$ cat src/rtl/sw_result_collector.sv
// Per-query summary builder for the SmithWaterman result stream: tracks best/second/hits,
// cross-checks the core's reported maximum, and queues records in a small FWFT FIFO.
module sw_result_collector #(
    parameter int CALC_BIT      = 16,
    parameter int MAX_T_NUM_BIT = 8,
    parameter int Q_IDX_BIT     = 8,
    parameter int FIFO_DEPTH    = 4
) (
    input  logic                     clk,
    input  logic                     rst,
    input  logic                     valid_i,
    input  logic [CALC_BIT-1:0]      result_i,
    input  logic                     change_q_i,
    input  logic [MAX_T_NUM_BIT-1:0] match_idx_i,
    input  logic [CALC_BIT-1:0]      max_result_i,
    input  logic [CALC_BIT-1:0]      threshold_i,
    output logic                     rec_valid_o,
    input  logic                     rec_ready_i,
    output logic [Q_IDX_BIT-1:0]     rec_q_idx_o,
    output logic [MAX_T_NUM_BIT-1:0] rec_best_idx_o,
    output logic [CALC_BIT-1:0]      rec_best_o,
    output logic [CALC_BIT-1:0]      rec_second_o,
    output logic [MAX_T_NUM_BIT-1:0] rec_hits_o,
    output logic [MAX_T_NUM_BIT-1:0] rec_t_cnt_o,
    output logic                     rec_err_o,
    output logic                     overflow_o,
    output logic                     err_o
);

    localparam int PTR_W = (FIFO_DEPTH > 1) ? $clog2(FIFO_DEPTH) : 1;
    localparam int CNT_W = PTR_W + 1;
    localparam int REC_W = Q_IDX_BIT + 3 * MAX_T_NUM_BIT + 2 * CALC_BIT + 1;
    localparam logic [CNT_W-1:0] DEPTH_CNT = CNT_W'(FIFO_DEPTH);

    // ---------------- per-query accumulators ----------------
    logic [CALC_BIT-1:0]      best_reg, best_next;
    logic [CALC_BIT-1:0]      second_reg, second_next;
    logic [MAX_T_NUM_BIT-1:0] best_idx_reg, best_idx_next;
    logic [MAX_T_NUM_BIT-1:0] hits_reg, hits_next;
    logic [MAX_T_NUM_BIT-1:0] t_idx_reg;
    logic [Q_IDX_BIT-1:0]     q_idx_reg;

    logic finalize;
    assign finalize = valid_i & change_q_i;

    // Accumulator values including the current target; ties keep the earlier
    // target as best and a score equal to best never becomes second.
    always_comb begin
        best_next     = best_reg;
        second_next   = second_reg;
        best_idx_next = best_idx_reg;
        hits_next     = hits_reg;
        if (valid_i) begin
            if (result_i > best_reg) begin
                second_next   = best_reg;
                best_next     = result_i;
                best_idx_next = t_idx_reg;
            end else if ((result_i > second_reg) && (result_i != best_reg)) begin
                second_next = result_i;
            end
            if ((result_i >= threshold_i) && !(&hits_reg)) begin
                hits_next = hits_reg + 1'b1;
            end
        end
    end

    always_ff @(posedge clk) begin
        if (rst) begin
            best_reg     <= '0;
            second_reg   <= '0;
            best_idx_reg <= '0;
            hits_reg     <= '0;
            t_idx_reg    <= '0;
            q_idx_reg    <= '0;
        end else if (finalize) begin
            best_reg     <= '0;
            second_reg   <= '0;
            best_idx_reg <= '0;
            hits_reg     <= '0;
            t_idx_reg    <= '0;
            q_idx_reg    <= q_idx_reg + 1'b1;
        end else if (valid_i) begin
            best_reg     <= best_next;
            second_reg   <= second_next;
            best_idx_reg <= best_idx_next;
            hits_reg     <= hits_next;
            t_idx_reg    <= t_idx_reg + 1'b1;
        end
    end

    // ---------------- record formation ----------------
    logic [MAX_T_NUM_BIT-1:0] t_cnt;
    logic                     rec_err_in;
    logic [REC_W-1:0]         rec_in;

    assign t_cnt      = t_idx_reg + 1'b1;
    assign rec_err_in = (best_next != max_result_i) || (best_idx_next != match_idx_i);
    assign rec_in     = {q_idx_reg, best_idx_next, best_next, second_next,
                         hits_next, t_cnt, rec_err_in};

    // ---------------- FWFT record FIFO ----------------
    logic [REC_W-1:0] mem [FIFO_DEPTH];
    logic [PTR_W-1:0] wr_ptr_reg, rd_ptr_reg;
    logic [CNT_W-1:0] count_reg;
    logic             full, not_empty, push, pop;
    logic             overflow_reg, err_reg;

    assign not_empty = (count_reg != '0);
    assign full      = (count_reg == DEPTH_CNT);
    assign pop       = not_empty & rec_ready_i;
    assign push      = finalize & (~full | pop);

    always_ff @(posedge clk) begin
        if (push && !rst) begin
            mem[wr_ptr_reg] <= rec_in;
        end
    end

    always_ff @(posedge clk) begin
        if (rst) begin
            wr_ptr_reg <= '0;
            rd_ptr_reg <= '0;
            count_reg  <= '0;
        end else begin
            if (push) wr_ptr_reg <= wr_ptr_reg + 1'b1;
            if (pop)  rd_ptr_reg <= rd_ptr_reg + 1'b1;
            case ({push, pop})
                2'b10:   count_reg <= count_reg + 1'b1;
                2'b01:   count_reg <= count_reg - 1'b1;
                default: count_reg <= count_reg;
            endcase
        end
    end

    // Sticky status; a dropped record never contributes to err.
    always_ff @(posedge clk) begin
        if (rst) begin
            overflow_reg <= 1'b0;
            err_reg      <= 1'b0;
        end else begin
            if (finalize && !push) overflow_reg <= 1'b1;
            if (push && rec_err_in) err_reg <= 1'b1;
        end
    end

    // Head is masked so that an empty FIFO presents all-zero record fields.
    logic [REC_W-1:0] rec_out;
    assign rec_out     = not_empty ? mem[rd_ptr_reg] : '0;
    assign rec_valid_o = not_empty;
    assign {rec_q_idx_o, rec_best_idx_o, rec_best_o, rec_second_o,
            rec_hits_o, rec_t_cnt_o, rec_err_o} = rec_out;
    assign overflow_o  = overflow_reg;
    assign err_o       = err_reg;

endmodule
$ cat config.mk
export PLATFORM = sky130hd
export DESIGN_NAME = sw_result_collector
export DESIGN_NICKNAME = d
export VERILOG_FILES = /design/src/rtl/sw_result_collector.sv
export SDC_FILE = /design/constraint.sdc
export NUM_CORES = 1
export LEC_CHECK = 0
export CAP_MARGIN = 20
export CORE_AREA = 2 2 169 171
export CTS_CLUSTER_SIZE = 10
export DETAILED_ROUTE_END_ITERATION = 16
export DIE_AREA = 0 0 171 173
export GPL_ROUTABILITY_DRIVEN = 0
export PLACE_DENSITY = 0.76
export RECOVER_POWER = 100
export SLEW_MARGIN = 20
export SYNTH_ARGS = -nofsm -noshare
export SYNTH_HDL_FRONTEND = slang
export SYNTH_SLANG_ARGS = --single-unit
$ cat constraint.sdc
create_clock -name clk -period 4.6 [get_ports clk]
set_input_delay 0.69 -clock clk [delete_from_list [all_inputs] [get_ports clk]]
set_output_delay 0.69 -clock clk [all_outputs]
set_load 0.03 [all_outputs]
# Yosys cells after proc, flatten, opt, wreduce, memory -nomap -nowiden
# Memories as Yosys holds them, arrays and structs flattened. A register that Yosys moved wholly into a read port is not among the register bits.
# Cells that the tools add are included.
[totals]
regBits = 73
ram_bits = 260
input_bits = 61
out_inout_bits = 68
word_cells = 61
mem_count = 1
[classes]
add_sub_neg = 7
n_lt_le_gt_ge = 3
eq_ne = 6
muxes = 15
n_bitwise = 5
n_reduce_logical = 13
[memory_table]
columns = ["memory", "words", "width", "read_ports", "rd_clocked_by_memory_dff", "write_ports", "line", "rtl"]
rows = [
  ["mem", 4, 65, 1, 1, 1, "102", "logic [REC_W-1:0] mem [FIFO_DEPTH];"],
]
[op_table]
columns = ["op", "count"]
rows = [
  ["2-to-1 mux 16 bit", 5],
  ["2-to-1 mux 65 bit", 1],
  ["> comparator 16 bit", 2],
  ["2-to-1 mux 8 bit", 4],
  ["!= test 16 bit", 2],
  ["adder 8 x 1 -> 8 bit (second input constant)", 3],
  [">= comparator 16 bit", 1],
  ["!= test 8 bit", 1],
  ["AND reduction 8 bit", 1],
  ["case mux 3 bit (2 select lines)", 1],
  ["logical AND 1 bit", 5],
  ["adder 2 x 1 -> 2 bit (second input constant)", 2],
  ["2-to-1 mux 2 bit", 2],
  ["adder 3 x 1 -> 3 bit (second input constant)", 1],
  ["AND 1 bit", 3],
  ["equality test 3 bit (second input constant)", 1],
  ["logical NOT 1 bit", 3],
  ["nonzero test 3 bit", 1],
  ["subtractor 3 x 1 -> 3 bit (second input constant)", 1],
  ["equality test 2 x 1 -> 1 bit (second input constant)", 1],
  ["equality test 2 bit (second input constant)", 1],
  ["2-to-1 mux 1 bit", 2],
  ["nonzero test 2 bit", 1],
  ["OR reduction 2 bit", 1],
  ["3 further kinds", 3],
]

# Longest topological paths before layout
[depth]
word_depth = 7
depth_mapped = 12
mapped_depth_nobuf = 10

# Worst setup path after synthesis
# Ideal clock, no wire load.
[synth_timing]
path_type = "input to register"
startpoint = "in valid_i"
endpoint = "mem mem[0][0] (netlist name) (enable)"
arrival_time_ns = 3.081
t_required_ns = 4.170
setup_slack_ns = 1.089
cell_stages = 5
path_buffers = 2
path_cell_list = "clkbuf_1 nand2_1 clkbuf_1 nor3_1 and2_1"
[synth_via]
elab_chain_cells = 5
[synth_rtl]
columns = ["item", "line", "rtl"]
rows = [
  ["start: declaration", "11", "input logic valid_i,"],
  ["AND 1 bit", "44", "assign finalize = valid_i & change_q_i;"],
  ["AND 1 bit", "111", "assign push = finalize & (~full | pop);"],
  ["logical AND 1 bit", "114", "if (push && !rst) begin"],
  ["2-to-1 mux 1 bit", "114", ""],
  ["2-to-1 mux 1 bit (not written as such)", "115", "mem[wr_ptr_reg] <= rec_in;"],
  ["end: declaration", "102", ""],
]
# No other way between the ends.

==> flow_summary.yaml <==
timing:
  skew_ns: 0.01654
  min_period_over_period: 0.8738
  fin_tns_setup_ns: 0
  max_freq_mhz: 248.8
  drv_slew: 80
  finalHoldViolations: 0
  tightest_slew_ns: 2.200
  min_period_ns: 4.019
  rsz0062_at_grt: "no"
  slew_headroom: -0.4663
  setup_viol: 0
yosys:
  yosys.area_share.adder: 0.04711
  syn_area_mm2: 0.01503
  synth_cell_types: 55
  ys_async_sr_fraction: 0
  muxShareOfSynthArea: 0.1095
  synth-xor-area-share: 0.03146
  synth_edf_count: 260
  synth_top_area_cell: "edfxtp_1"
  ys_seq_elements: 335
  syn_area_per_cell_um2: 14.13
  ys_warn_count: 0
  synth.top_cell.area_share: 0.5194
  ys.flop_type: "edfxtp_1"
  synth_compound_area_frac: 0.06650
  synth-simple-area-share: 0.09139
  syn_inst: 1064
  syn_nets: 1181
  synth_top_family_by_area: "multiplexers"
  synth_seq_area_share: 0.6192
  synth_area_leaders: "edfxtp_1 52%, dfxtp_1 10%, mux4_2 9.7%"
setup_path:
  path_max_fanout: 28
  crit_arrival_ns: 3.33
  reg2reg_from: "best_reg[15]"
  crit_path_end_kind: "primary output"
  start_kind: "flip-flop"
  critPathCapture: "rec_best_o[2]"
  reg2regPathDepth: 11
  reg2reg_slack_ns: 0.98
  crit_type: "flip-flop to primary output"
  required_ns: 3.91
  r2r-end: "mem[0][0]"
global_route:
  grt_busiest_layer: "met2"
  grt_use_met3: 0.04509
  track_usage: 0.2420
  grt_use_met2: 0.3768
  grt_pass1_vias: 9285
  antenna_found_initial: 1
  grt_pass1_wl_mm: 54.12
  grt_max_degree: 70
  grt-ovfl-total: 0
  met1_usage: 0.3472
routing:
  drtAntennaViolNets: 0
  routed_via_density: 5.768
  num_vias: 9367
  drt_pass1_iterations: 6
  wl_per_cell_um: 21.51
  first_iter_violations: 838
  drcViolationCount: 0
  drt_wl_total_mm: 34.93
power_and_ir_drop:
  power-per-cell-area_mw_per_mm2: 389.0
  p_leak_uw: 0.006404
  vdd_drop_max_mv: 0.3408
  pwr-share-clk: 0.391
  swShare: 0.2371
  p_seq_frac: 0.486
  p_comb_frac: 0.123
  p_switching_uw: 1657
  p_int_uw: 5334
placement:
  numPortBuffers: 128
  place_area_mm2: 0.01688
  dp.cells: 1552
  hpwl_mm: 23.72
final_layout:
  fillCellCount: 2040
  syn2layout_area_growth_pct: 19.55
  largest_reg_flops: 260
  seq_area_mm2: 0.009311
  nets: 1333
  finalInstanceArea_mm2: 0.01797
  multiInputGateArea_mm2: 0.005205
  stdcell_count: 1624
  layout-drive-gt1-share: 0.1181
cts:
  cts.sink_count: 335
  cts_tree: "built"
  cts_hold_buf: 0
  cts_max_level: 2
  cts-resized-gates: 0
  cts_made_buffers: 39
  cts_buffer_depth: 3
  root_buffer: "clkbuf_16"
  cts_setup_buffers: 0
  insertion_delay_ns: 0.52
  clkTransAtPathRegs_ns: 0.05
floorplanning:
  core_mm2: 0.02763
  io_pins: 129
  die_w_um: 171
  core.rowCount: 61
  die_h_um: 173
  start_util: 0.5441
  die_area_mm2: 0.02958
hold_path:
  worstHoldPathType: "flip-flop to flip-flop"
job:
  max-cap-violations: 3
outcome:
  violations: "max-capacitance violations, max-slew violations"
  status: "finished, violations left"
-- cell families after synthesis --
group	count (synthesis)
AOI/OAI and AO/OA	145
xor gates and xnor gates	54
adders and majority gates	56
buffers and inverters	136
DFF	335
muxes	82
and+or+nand+nor	256
-- final cells by class --
class | count | area share
diodes | 1 | 0.0001392
clock buffers | 67 | 0.06133
clock inverters | 3 | 0.001601
inverters | 82 | 0.01713
multi-input cells | 593 | 0.2896
flip-flops and latches | 335 | 0.5181
well taps | 378 | 0.02632
repair buffers | 165 | 0.08577
-- power groups by stage --
stage / registers, µW / logic (µW) / clock network [µW]
finish: 3400 / 859 / 2740
global route: 3400 / 932 / 2910
CTS: 3400 / 872 / 2780
detailed placement: 3460 / 867 / 0
global placement: 3450 / 850 / 0
floorplan: 3430 / 550 / 0
-- cells in the final DEF (no fill, tap or decap), drive strengths merged, types with 4 or more instances in the layout --
cell type,Yosys,layout
edfxtp,260,260
and2,91,91
inv,82,83
clkbuf,38,81
clkdlybuf4s50,0,79
dfxtp,75,75
mux4,65,65
ha,55,55
dlygate4sd3,0,48
nor2,43,43
a21oi,42,42
nand2,40,40
xnor2,34,34
o21ai,27,27
buf,16,24
nor3,21,21
xor2,20,20
nand4,20,20
a211oi,19,19
a22o,17,17
nand3,13,13
a21o,11,11
mux2i,10,10
mux2,7,7
or3,7,7
and3,5,5
or4,4,4
o21a,4,4
o2bb2ai,4,4
o22ai,4,4
nor4,4,4
a221oi,4,4
-- per-stage QoR --
step / setup slack, ns / total power (µW) / hold slack, ns / util
final: 0.5807 / 6991 / 0.5138 / 0.6505
after global routing: 0.3655 / 7248 / 0.5514 / 0.6505
after CTS: 0.7423 / 7051 / 0.5131 / 0.6520
after detailed placement: 0.2256 / 4324 / 0.5044 / 0.6110
after global placement: 0.3569 / 4304 / 0.4859 / 0.6109
after floorplan: 1.089 / 3985 / 0.4690 / -
-- worst min path at each step --
stage / startpoint / end / cells after the start
after floorplan: q_idx_reg[7] / mem[0][64] / 0
after global placement: hits_reg[5] / hits_reg[5] / 2
after detailed placement: hits_reg[7] / hits_reg[7] / 2
after CTS: hits_reg[5] / hits_reg[5] / 2
after global routing: q_idx_reg[6] / mem[2][63] / 0
final: hits_reg[5] / hits_reg[5] / 2
-- layer usage --
layer / vias to the layer above / share of wire
met4: 0 / 0.031
met5: - / 0
met1: 4625 / 0.43
met2: 384 / 0.47
met3: 68 / 0.075
li1: 4290 / -
-- Yosys cell counts (5+ instances only) --
cell type / count
and2_1: 91
o21ai_1: 15
mux2i_1: 9
nand2_1: 39
inv_1: 82
o21ai_0: 12
and3_1: 5
edfxtp_1: 260
mux2_1: 6
a22o_1: 17
mux4_2: 65
a211oi_1: 18
nand4_1: 19
xor2_1: 20
clkbuf_1: 38
nand3_1: 13
buf_1: 10
nor2_1: 43
dfxtp_1: 75
a21o_1: 11
ha_1: 55
nor3_1: 21
a21oi_1: 42
or3_1: 7
xnor2_1: 34
-- critical path: stages, from the launching register on --
cell and delay, ns:
dfxtp_2 1.06, buf_4 0.38, mux4_2 0.51, and2_1 0.24, clkdlybuf4s50_1 0.62
Note: power is estimated with default switching activity, not from simulation.
